==> config.mk <==
export PLATFORM = sky130hd
export DESIGN_NAME = ahb_interconnect_flat
export DESIGN_NICKNAME = d
export VERILOG_FILES = /design/src/rtl/ahb_ic_pkg.sv /design/src/rtl/ahb_interconnect_if.sv /design/src/rtl/ahb_err_slave.sv /design/src/rtl/ahb_interconnect.sv /design/src/flat_wrapper.sv
export SDC_FILE = /design/constraint.sdc
export NUM_CORES = 1
export LEC_CHECK = 0
export CAP_MARGIN = 20
export CORE_ASPECT_RATIO = 0.5
export CORE_UTILIZATION = 42
export CTS_CLUSTER_SIZE = 40
export DETAILED_ROUTE_END_ITERATION = 12
export MAX_ROUTING_LAYER = met4
export PLACE_DENSITY = 0.82
export REMOVE_ABC_BUFFERS = 1
export SYNTH_ARGS = -nofsm -noshare
export SYNTH_HDL_FRONTEND = slang
export SYNTH_SLANG_ARGS = --single-unit
==> constraint.sdc <==
create_clock -name HCLK -period 4.6 [get_ports HCLK]
set_clock_uncertainty 0.15 [all_clocks]
set_input_delay 1.38 -clock HCLK [delete_from_list [all_inputs] [get_ports HCLK]]
set_output_delay 1.38 -clock HCLK [all_outputs]
set_load 0.1 [all_outputs]
==> src/rtl/ahb_ic_pkg.sv <==
// Shared types and constants for the AHB interconnect: FSM encoding,
// error cause codes, HTRANS encodings and the default-slave read pattern.
package ahb_ic_pkg;

    typedef enum logic [1:0] {
        ST_NORMAL = 2'b00,
        ST_ERR1   = 2'b01,
        ST_ERR2   = 2'b10
    } ic_state_e;

    localparam logic [1:0] ERR_NONE     = 2'b00;
    localparam logic [1:0] ERR_UNMAPPED = 2'b01;
    localparam logic [1:0] ERR_TIMEOUT  = 2'b10;

    localparam logic [1:0] HTRANS_IDLE   = 2'b00;
    localparam logic [1:0] HTRANS_BUSY   = 2'b01;
    localparam logic [1:0] HTRANS_NONSEQ = 2'b10;
    localparam logic [1:0] HTRANS_SEQ    = 2'b11;

    localparam logic [31:0] AHB_BAD_DATA = 32'hDEAD_BEEF;

endpackage

==> src/rtl/ahb_interconnect_if.sv <==
// AHB bus bundle between one master, NSLV slaves and the interconnect.
// master: environment side (master plus slaves); slave: interconnect side.
interface ahb_interconnect_if #(
    parameter int unsigned NSLV = 5
);
    logic [31:0]        HADDR;
    logic [1:0]         HTRANS;
    logic [NSLV-1:0]    HSEL;
    logic [NSLV*32-1:0] HRDATA_S;
    logic [NSLV-1:0]    HREADYOUT_S;
    logic [NSLV-1:0]    HRESP_S;
    logic [31:0]        HRDATA;
    logic               HREADY;
    logic               HRESP;

    modport master (
        output HADDR, HTRANS, HRDATA_S, HREADYOUT_S, HRESP_S,
        input  HSEL, HRDATA, HREADY, HRESP
    );

    modport slave (
        input  HADDR, HTRANS, HRDATA_S, HREADYOUT_S, HRESP_S,
        output HSEL, HRDATA, HREADY, HRESP
    );
endinterface

==> src/rtl/ahb_err_slave.sv <==
// Default slave and stall watchdog: error-response FSM, stall counter and
// sticky error status. override_o tells the top to use this block's response.
module ahb_err_slave
    import ahb_ic_pkg::*;
#(
    parameter int unsigned TIMEOUT = 255
) (
    input  logic        clk_i,
    input  logic        rst_i,
    input  logic        def_sel_i,
    input  logic        active_i,
    input  logic        slv_ready_i,
    input  logic [31:0] addr_i,
    input  logic        err_clr_i,
    output logic        override_o,
    output logic        hready_o,
    output logic        hresp_o,
    output logic        err_flag_o,
    output logic [1:0]  err_code_o,
    output logic [31:0] err_addr_o
);
    localparam logic [15:0] STALL_LAST = 16'(TIMEOUT - 1);

    ic_state_e   state_q, state_d;
    logic [15:0] stall_q, stall_d;
    logic        err_flag_q, err_flag_d;
    logic [1:0]  err_code_q, err_code_d;
    logic [31:0] err_addr_q, err_addr_d;
    logic        stall, timeout, unmapped;

    always_comb begin
        state_d    = state_q;
        stall_d    = '0;
        err_flag_d = err_flag_q;
        err_code_d = err_code_q;
        err_addr_d = err_addr_q;
        override_o = 1'b1;
        hready_o   = 1'b1;
        hresp_o    = 1'b0;
        stall      = 1'b0;
        timeout    = 1'b0;
        unmapped   = 1'b0;
        if (err_clr_i) begin
            err_flag_d = 1'b0;
            err_code_d = ERR_NONE;
        end
        unique case (state_q)
            ST_NORMAL: begin
                if (def_sel_i) begin
                    // Active access to unmapped space: one wait state before ERR1.
                    unmapped = active_i;
                    hready_o = !active_i;
                end else begin
                    override_o = 1'b0;
                    stall      = active_i && !slv_ready_i;
                    timeout    = stall && (stall_q == STALL_LAST);
                    if (stall) stall_d = stall_q + 16'd1;
                end
                if (unmapped || timeout) begin
                    state_d    = ST_ERR1;
                    err_flag_d = 1'b1;
                    err_code_d = unmapped ? ERR_UNMAPPED : ERR_TIMEOUT;
                    err_addr_d = addr_i;
                end
            end
            ST_ERR1: begin
                hready_o = 1'b0;
                hresp_o  = 1'b1;
                state_d  = ST_ERR2;
            end
            ST_ERR2: begin
                hresp_o = 1'b1;
                state_d = ST_NORMAL;
            end
            default: state_d = ST_NORMAL;
        endcase
    end

    always_ff @(posedge clk_i or posedge rst_i) begin
        if (rst_i) begin
            state_q    <= ST_NORMAL;
            stall_q    <= '0;
            err_flag_q <= 1'b0;
            err_code_q <= ERR_NONE;
            err_addr_q <= '0;
        end else begin
            state_q    <= state_d;
            stall_q    <= stall_d;
            err_flag_q <= err_flag_d;
            err_code_q <= err_code_d;
            err_addr_q <= err_addr_d;
        end
    end

    assign err_flag_o = err_flag_q;
    assign err_code_o = err_code_q;
    assign err_addr_o = err_addr_q;

endmodule

==> src/rtl/ahb_interconnect.sv <==
// Single-master AHB interconnect: combinational address decode, data-phase
// select register and zero-latency response mux, with an error/timeout slave.
module ahb_interconnect
    import ahb_ic_pkg::*;
#(
    parameter int unsigned        NSLV     = 5,
    parameter logic [NSLV*32-1:0] SLV_BASE = {32'h5200_0000, 32'h5100_0000, 32'h5000_0000,
                                              32'h2000_0000, 32'h0000_0000},
    parameter logic [NSLV*32-1:0] SLV_MASK = {32'hFF00_0000, 32'hFF00_0000, 32'hFF00_0000,
                                              32'hF000_0000, 32'hF000_0000},
    parameter int unsigned        TIMEOUT  = 255,
    parameter logic [31:0]        BAD_DATA = AHB_BAD_DATA
) (
    input  logic               HCLK,
    input  logic               HRESET,
    ahb_interconnect_if.slave  bus,
    input  logic               err_clr,
    output logic               err_flag,
    output logic [1:0]         err_code,
    output logic [31:0]        err_addr
);
    localparam int unsigned IDX_W = (NSLV > 1) ? $clog2(NSLV) : 1;

    logic             dec_hit;
    logic [IDX_W-1:0] dec_idx;
    logic             addr_active;
    logic             sel_hit_q, active_q;
    logic [IDX_W-1:0] sel_idx_q;
    logic [31:0]      addr_q;
    logic [31:0]      slv_rdata;
    logic             slv_ready, slv_resp;
    logic             es_override, es_ready, es_resp;

    always_comb begin
        dec_hit  = 1'b0;
        dec_idx  = '0;
        bus.HSEL = '0;
        for (int unsigned i = 0; i < NSLV; i++) begin
            if (!dec_hit && ((bus.HADDR & SLV_MASK[32*i +: 32]) == SLV_BASE[32*i +: 32])) begin
                dec_hit = 1'b1;
                dec_idx = IDX_W'(i);
            end
        end
        if (dec_hit) bus.HSEL[dec_idx] = 1'b1;
    end

    assign addr_active = (bus.HTRANS == HTRANS_NONSEQ) || (bus.HTRANS == HTRANS_SEQ);

    always_ff @(posedge HCLK or posedge HRESET) begin
        if (HRESET) begin
            sel_hit_q <= 1'b0;
            sel_idx_q <= '0;
            active_q  <= 1'b0;
            addr_q    <= '0;
        end else if (bus.HREADY) begin
            sel_hit_q <= dec_hit;
            sel_idx_q <= dec_idx;
            active_q  <= addr_active;
            addr_q    <= bus.HADDR;
        end
    end

    assign slv_rdata = bus.HRDATA_S[32*sel_idx_q +: 32];
    assign slv_ready = bus.HREADYOUT_S[sel_idx_q];
    assign slv_resp  = bus.HRESP_S[sel_idx_q];

    ahb_err_slave #(
        .TIMEOUT (TIMEOUT)
    ) u_err_slave (
        .clk_i       (HCLK),
        .rst_i       (HRESET),
        .def_sel_i   (!sel_hit_q),
        .active_i    (active_q),
        .slv_ready_i (slv_ready),
        .addr_i      (addr_q),
        .err_clr_i   (err_clr),
        .override_o  (es_override),
        .hready_o    (es_ready),
        .hresp_o     (es_resp),
        .err_flag_o  (err_flag),
        .err_code_o  (err_code),
        .err_addr_o  (err_addr)
    );

    assign bus.HRDATA = es_override ? BAD_DATA : slv_rdata;
    assign bus.HREADY = es_override ? es_ready : slv_ready;
    assign bus.HRESP  = es_override ? es_resp  : slv_resp;

endmodule

==> src/flat_wrapper.sv <==
// flat-port wrapper written by rule: the top's interface ports become plain ports
module ahb_interconnect_flat import ahb_ic_pkg::*;
#(
    parameter int unsigned        NSLV     = 5,
    parameter logic [NSLV*32-1:0] SLV_BASE = {32'h5200_0000, 32'h5100_0000, 32'h5000_0000,
                                              32'h2000_0000, 32'h0000_0000},
    parameter logic [NSLV*32-1:0] SLV_MASK = {32'hFF00_0000, 32'hFF00_0000, 32'hFF00_0000,
                                              32'hF000_0000, 32'hF000_0000},
    parameter int unsigned        TIMEOUT  = 255,
    parameter logic [31:0]        BAD_DATA = AHB_BAD_DATA
)
  (HCLK, HRESET, err_clr, err_flag, err_code, err_addr, bus_HADDR, bus_HTRANS, bus_HRDATA_S, bus_HREADYOUT_S, bus_HRESP_S, bus_HSEL, bus_HRDATA, bus_HREADY, bus_HRESP);
  ahb_interconnect_if #(.NSLV(NSLV)) bus_i ();
  input  logic HCLK;
  input  logic HRESET;
  input  logic err_clr;
  output logic err_flag;
  output logic [1:0] err_code;
  output logic [31:0] err_addr;
  input wire logic [$bits(bus_i.HADDR)-1:0] bus_HADDR;
  input wire logic [$bits(bus_i.HTRANS)-1:0] bus_HTRANS;
  input wire logic [$bits(bus_i.HRDATA_S)-1:0] bus_HRDATA_S;
  input wire logic [$bits(bus_i.HREADYOUT_S)-1:0] bus_HREADYOUT_S;
  input wire logic [$bits(bus_i.HRESP_S)-1:0] bus_HRESP_S;
  output wire logic [$bits(bus_i.HSEL)-1:0] bus_HSEL;
  output wire logic [$bits(bus_i.HRDATA)-1:0] bus_HRDATA;
  output wire logic [$bits(bus_i.HREADY)-1:0] bus_HREADY;
  output wire logic [$bits(bus_i.HRESP)-1:0] bus_HRESP;
  assign bus_i.HADDR = bus_HADDR;
  assign bus_i.HTRANS = bus_HTRANS;
  assign bus_i.HRDATA_S = bus_HRDATA_S;
  assign bus_i.HREADYOUT_S = bus_HREADYOUT_S;
  assign bus_i.HRESP_S = bus_HRESP_S;
  assign bus_HSEL = bus_i.HSEL;
  assign bus_HRDATA = bus_i.HRDATA;
  assign bus_HREADY = bus_i.HREADY;
  assign bus_HRESP = bus_i.HRESP;
  ahb_interconnect #(.NSLV(NSLV), .SLV_BASE(SLV_BASE), .SLV_MASK(SLV_MASK), .TIMEOUT(TIMEOUT), .BAD_DATA(BAD_DATA)) u_core (.HCLK(HCLK), .HRESET(HRESET), .bus(bus_i), .err_clr(err_clr), .err_flag(err_flag), .err_code(err_code), .err_addr(err_addr));
endmodule
==> impl_results.md, run 1 <==
* FF-to-FF setup slack at 1.69 ns
* TritonCTS clock tree: yes
* WHS Endpoint: u_core.u_err_slave.stall_q[0]
* Hold crit path type: register to register
* Element type at the critical path end: output port
* Cell taking the most area after synthesis: dfrtp_1
* Grt total ovfl at 0
* RSZ-0062 raised after global routing: no
* Final setup TNS at 0 ns
* Reg2reg start: u_core.sel_idx_q[1]
* Longest Clk Path Bufs at 2
* Layout area overhead at 61.4%
* Post-Route Utilization at 70.5%
* Placed cell area at 0.00939 mm²
* Slew margin rel. at 30.3%
* Rows at 30
* Max Freq at 0.220 GHz
* Residual DRC count at 0
* Syn avg cell area at 11.1 µm²
* FF-to-FF End: u_core.addr_q[17]
* Share of cells above drive strength 1 at 19.6%
* Critical Path AT at 3.02 ns
* Slowest-stage cell, CP: or4b_4
* Total clock sinks at 90
* Max-cap viol count at 0
* Worst-margin pin slew at 1.04 ns
* Vias per cell at 6.16
* Routed wire length at 22,100 µm
* Worst EP required at 3.07 ns
* Tot GR Track Use at 30.9%
* Dpl hpwl at 16,400 µm
* Synth Flop Type: dfrtp_1
* Post-route clock period utilization at 98.9%
* Horiz. Die Dim at 171 µm
* Mapped cell area at 0.00602 mm²
* Final min period at 4.55 ns
* Clock Pin Slew Worst Setup and Hold Paths at 0.06 ns
* Post-synth EDFFs at 0
* Finished Cell Area at 0.00971 mm²
* Buf/Inv on CP at 3
* FILL cells at 965
* Number of CTS-inserted buffers at 9
* Die area at 0.0148 mm²
* Most frequent cells after synthesis: dfrtp_1 (90), clkbuf_1 (49), nand2_1 (40)
* Netlist cell types at 49
* H-tree lvl count at 3
* Register area share after synthesis at 37.4%
* Worst-skew pair later-pin latency at 0.34 ns
* # nets final at 1,003
* Ys Warns at 0
* First-pass GRT wire length at 33,600 µm
* CP max stage delay at 0.59 ns
* Status: complete, no violations
* Hold Path Origin: u_core.u_err_slave.stall_q[0]
* Final GP Congestion at 0.932
* Asr flop ratio synth at 100%
* DRT Pass-1 Iters at 5
* Wirelength per Cell at 22.4 µm
* Setup Crit Path Kind: primary input to output port
* Crit-path cells: clkdlybuf4s50_1 -> or4b_4 -> nor4b_2 -> buf_4 -> buf_12
* Number of global-route vias before repair at 5,989
* Area contributors post-synth: dfrtp_1 (37%), mux4_2 (12%), mux2_4 (7.2%)
* Worst Path Max Fanout at 4
* Initial DRC count at 476
* Initial antenna violation count at 1
* Final Slew Violations at 0
* Initial Util at 43.7%
* Core Area at 0.0138 mm²
* Count leader, synth: dfrtp_1
* PortBufs at 279
* Root buf cell: clkbuf_16
* CP top delay family: simple AND/OR/NAND/NOR gates
* Hold Path Cell Cnt at 1
* Leakage at 0.00365 µW
* Post-Syn Instances at 541
* Yosys reg bits at 90
* Via count at 6,088
* PD cells at 597 mW/mm²
* Yosys top cell area share at 37.4%
* Reg2Reg Depth at 6
* VDD IR max at 0.000451 V
* Storage cell area at 0.00225 mm²
* Final setup fails at 0
* Multi-input logic area at 0.00350 mm²
* Levels on crit path at 5
* Number of failing hold endpoints at the final stage at 0
* CP Launch Type: primary input
* Die Y-Extent at 86.7 µm
* Post-route ant nets at 0
* Largest net degree at the start of global routing at 103
* # IOs at 281
sequential cells by signal (all words and copies together), names as in the netlist:
signal / count
u_core.u_err_slave.stall_q: 16
u_core.u_err_slave.err_code_o: 2
u_core.addr_q: 32
u_core.u_err_slave.state_q: 2
u_core.u_err_slave.err_addr_o: 32
u_core.u_err_slave.err_flag_o: 1
u_core.sel_hit_q: 1
u_core.active_q: 1
u_core.sel_idx_q: 3
how the worst max path moves through the flow:
stage,from,end
2_1_floorplan,u_core.sel_idx_q[0],bus_HREADY
3_3_place_gp,bus_HADDR[27],bus_HSEL[4]
3_5_place_dp,bus_HADDR[27],bus_HSEL[3]
4_1_cts,bus_HADDR[27],bus_HSEL[4]
5_1_grt,bus_HADDR[27],bus_HSEL[4]
6_report,bus_HADDR[27],bus_HSEL[4]
cell usage in the layout (no fill, tap or decap), types with 2 or more instances in the layout:
master           count
clkbuf_16            9
o21ai_0              3
clkinv_2             2
a31oi_1             33
clkinv_4             2
and3_1               2
a32oi_1              2
a221o_1             25
o311ai_0            33
nand3_1              5
nand4_1              6
inv_1                9
clkinvlp_4           2
nand2b_1             2
buf_4               16
ha_1                 4
clkdlybuf4s50_1    240
o2bb2ai_1           32
buf_12              42
and2_1               4
nor2_1              24
o211ai_1            34
and4_1               3
o31ai_1              2
nand2_1             40
a21oi_1              8
xor2_1               9
or3_1                5
dfrtp_1             89
mux2_2               7
mux2_4              29
nor3_1               3
mux4_2              33
a22oi_1              8
mux2i_1              2
metal layers:
metal  wire (µm)  global-route usage (%)  part of all wire (%)
met1        9140                    37.7                    41
met2       10400                    49.1                    47
met3        2060                    10.1                   9.3
met4         550                    9.33                   2.5
met5           0                       -                     0
stage by stage:
step | power [µW] | instances | setup WS [ns] | hold slack (ns)
after global placement | 4920 | 972 | -0.0969 | 0.311
after global routing | 6060 | 989 | 0.00313 | 0.363
after CTS | 5790 | 988 | 0.112 | 0.335
final | 5800 | 989 | 0.0486 | 0.331
after detailed placement | 5030 | 972 | -0.0888 | 0.326
after floorplan | 3930 | 482 | -2.26 | 0.296
repair_timing:
| action | CTS | global route |
|---|---|---|
| endpoints found under the setup margin | 3 | 0 |
| setup buffers | 0 | 0 |
| hold buffers | 0 | 0 |
| resized for setup | 4 | 0 |
cell families (layout without fill, tap and decap cells):
logic type / Yosys count / count (layout) / share of synthesized area [%]
other: 0 / 1 / 0
buffers and inverters: 71 / 326 / 5.26
adders and majority gates: 5 / 5 / 1.04
xor gates and xnor gates: 10 / 10 / 1.46
muxes: 71 / 71 / 21.2
and+or+nand+nor: 105 / 105 / 8.58
AOI/OAI and AO/OA: 189 / 189 / 25.0
DFF: 90 / 90 / 37.4
area by class of cell:
cell class	instances	share of cell area, %
timing repair buffer	298	34.6
multi-input combinational	380	36.1
inverter	12	0.477
antenna	1	0.0258
clock inverter	7	0.812
sequential	90	23.2
tap	192	2.47
clock buffer	9	2.32
power breakdown:
group	internal [µW]	switching, µW	leakage (µW)	total [µW]
registers	1060	216	0.00104	1270
clock network	426	321	0.000144	747
logic	1450	2320	0.00247	3780
(Power assumes the default switching activity.)
==> run 2: changes to the inputs <==
SKIP_CTS_REPAIR_TIMING = 1   (was default)
==> run 2 against run 1 <==
Worst hold slack is essentially flat. Clock power is essentially flat. Wire length grew 0.12%. Die area is the same. Highest routed layer unchanged. Sequential share of layout area is essentially flat. Cell area shrank 0.13%. Via count grew 0.30%. Final cell count is the same. Maximum frequency grew 0.13%. Core utilization shrank 0.091 points.
==> impl_results.md, run 2 (same netlist as run 1, synthesis figures left out) <==
* Status: complete, no violations (unchanged)
* Max Freq at 0.220 GHz (about the same)
* Die Y-Extent at 86.7 µm (unchanged)
* Layout area overhead at 61.2% (was 61.4%)
* Commonest non-fill, non-tap cell in the layout: clkdlybuf4s50_1 (unchanged)
* Worst Path Max Fanout at 4 (unchanged)
* Met2 WL at 10,300 µm (was 10,400 µm)
* Post-route clock period utilization at 98.8% (was 98.9%)
* Routed wire length at 22,200 µm (was 22,100 µm)
* Vias per cell at 6.17 (was 6.16)
* Largest net degree at the start of global routing at 103 (unchanged)
* # nets final at 1,003 (unchanged)
* Tot Pwr at 5800 µW (about the same)
* Pre-CTS setup slack at -0.0888 ns (unchanged)
* Root buf cell: clkbuf_16 (unchanged)
* Element type at the critical path end: output port (unchanged)
* Wirelength per Cell at 22.4 µm (about the same)
* Number of global-route vias before repair at 5,980 (was 5,989)
* Worst EP required at 3.07 ns (about the same)
* VDD IR max at 0.000454 V (was 0.000451 V)
* Max Used Layer: met4 (unchanged)
* Post-route ant nets at 0 (unchanged)
* Final min period at 4.55 ns (about the same)
* Final GP Congestion at 0.932 (unchanged)
* PortBufs at 279 (unchanged)
* Setup ws final at 0.0545 ns (was 0.0486 ns)
* Via count at 6,106 (was 6,088)
* First-pass GRT wire length at 33,500 µm (was 33,600 µm)
* Commonest non-fill, non-tap cells in the layout: clkdlybuf4s50_1 (240), dfrtp_1 (89), buf_12 (42) (unchanged)
* Final setup fails at 0 (unchanged)
* Longest Clk Path Bufs at 2 (unchanged)
* Die area at 0.0148 mm² (unchanged)
* Met1 wire length at 9260 µm (was 9140 µm)
* Grt total ovfl at 0 (unchanged)
* Dpl hpwl at 16,400 µm (unchanged)
* Critical Path AT at 3.02 ns (about the same)
* Initial DRC count at 495 (was 476)
* Worst-margin pin slew at 1.05 ns (was 1.04 ns)
* H-tree lvl count at 3 (unchanged)
* Share of cells above drive strength 1 at 19.3% (was 19.6%)
* Horiz. Die Dim at 171 µm (unchanged)
* Residual DRC count at 0 (unchanged)
* Rows at 30 (unchanged)
* Worst-skew pair later-pin latency at 0.34 ns (about the same)
* Final Slew Violations at 0 (unchanged)
* PD cells at 598 mW/mm² (was 597 mW/mm²)
* Leakage at 0.00365 µW (about the same)
* Number of CTS-inserted buffers at 9 (unchanged)
* Initial antenna violation count at 1 (unchanged)
* Initial Util at 43.7% (unchanged)
* Finished Cell Area at 0.00970 mm² (was 0.00971 mm²)
* Total clock sinks at 90 (unchanged)
* Max-cap viol count at 0 (unchanged)
* Clock Pin Slew Worst Setup and Hold Paths at 0.06 ns (about the same)
* Post-Route Utilization at 70.4% (was 70.5%)
* Tot GR Track Use at 30.9% (about the same)
* RSZ-0062 raised after global routing: no (unchanged)
* Met3 Wirelength at 1990 µm (was 2060 µm)
* TritonCTS clock tree: yes (unchanged)
* Slew margin rel. at 30.1% (was 30.3%)
* Number of failing hold endpoints at the final stage at 0 (unchanged)
* # IOs at 281 (unchanged)
* Setup Crit Path Kind: primary input to output port (unchanged)
* Placed cell area at 0.00939 mm² (unchanged)
* CP Launch Type: primary input (unchanged)
* FILL cells at 965 (unchanged)
* DRT Pass-1 Iters at 5 (unchanged)
* Hold crit path type: register to register (unchanged)
* Core Area at 0.0138 mm² (unchanged)
-- run 2: cell counts in the layout (fill, tap and decap cells not counted) --
Identical to the previous run, type by type.
-- run 2: layout make-up --
type,count,area [µm²],area share (%)
Inverter,12,46.3,0.477
Antenna cell,1,2.50,0.0258
Multi-Input combinational cell,380,3490,36.0
Tap cell,192,240,2.48
Sequential cell,90,2250,23.2
Clock inverter,7,78.8,0.813
Timing Repair Buffer,298,3360,34.7
Clock buffer,9,225,2.32
-- run 2: where the power goes --
part / internal, µW / switching (µW)
Combinational: 1450 / 2330
Sequential: 1060 / 218
Clock: 426 / 322
-- run 2: final timing paths --
check | startpoint | endpoint | slack [ns] | cells past startpoint
min | u_core.u_err_slave.stall_q[0] | u_core.u_err_slave.stall_q[0] | 0.33 | 1
max reg2reg | u_core.u_err_slave.state_q[1] | u_core.addr_q[26] | 1.70 | 8
min in group asynchronous | HRESET | u_core.u_err_slave.stall_q[12] | 1.38 | 2
max in group asynchronous | HRESET | u_core.u_err_slave.err_addr_o[18] | 2.23 | 3
min reg2reg | u_core.u_err_slave.stall_q[0] | u_core.u_err_slave.stall_q[0] | 0.33 | 1
max | bus_HADDR[27] | bus_HSEL[4] | 0.05 | 5
-- run 2: critical path: stages --
cell             delay (ns)
clkdlybuf4s50_1        0.44
or4b_4                 0.58
nor4b_1                0.27
buf_4                  0.18
buf_12                 0.16
-- run 2: through the flow --
stage | instances | setup TNS [ns] | hold slack [ns]
floorplan | 482 | -70.00 | 0.296
global placement | 972 | -0.139 | 0.311
detailed placement | 972 | -0.209 | 0.326
CTS | 988 | -0.233 | 0.335
global route | 989 | 0 | 0.363
finish | 989 | 0 | 0.331
-- run 2: metal layers --
layer | up-vias | global-route usage [%]
met4 | 0 | 9.58
met5 | - | -
met1 | 3073 | 38.1
li1 | 2706 | -
met3 | 59 | 9.50
met2 | 268 | 48.8
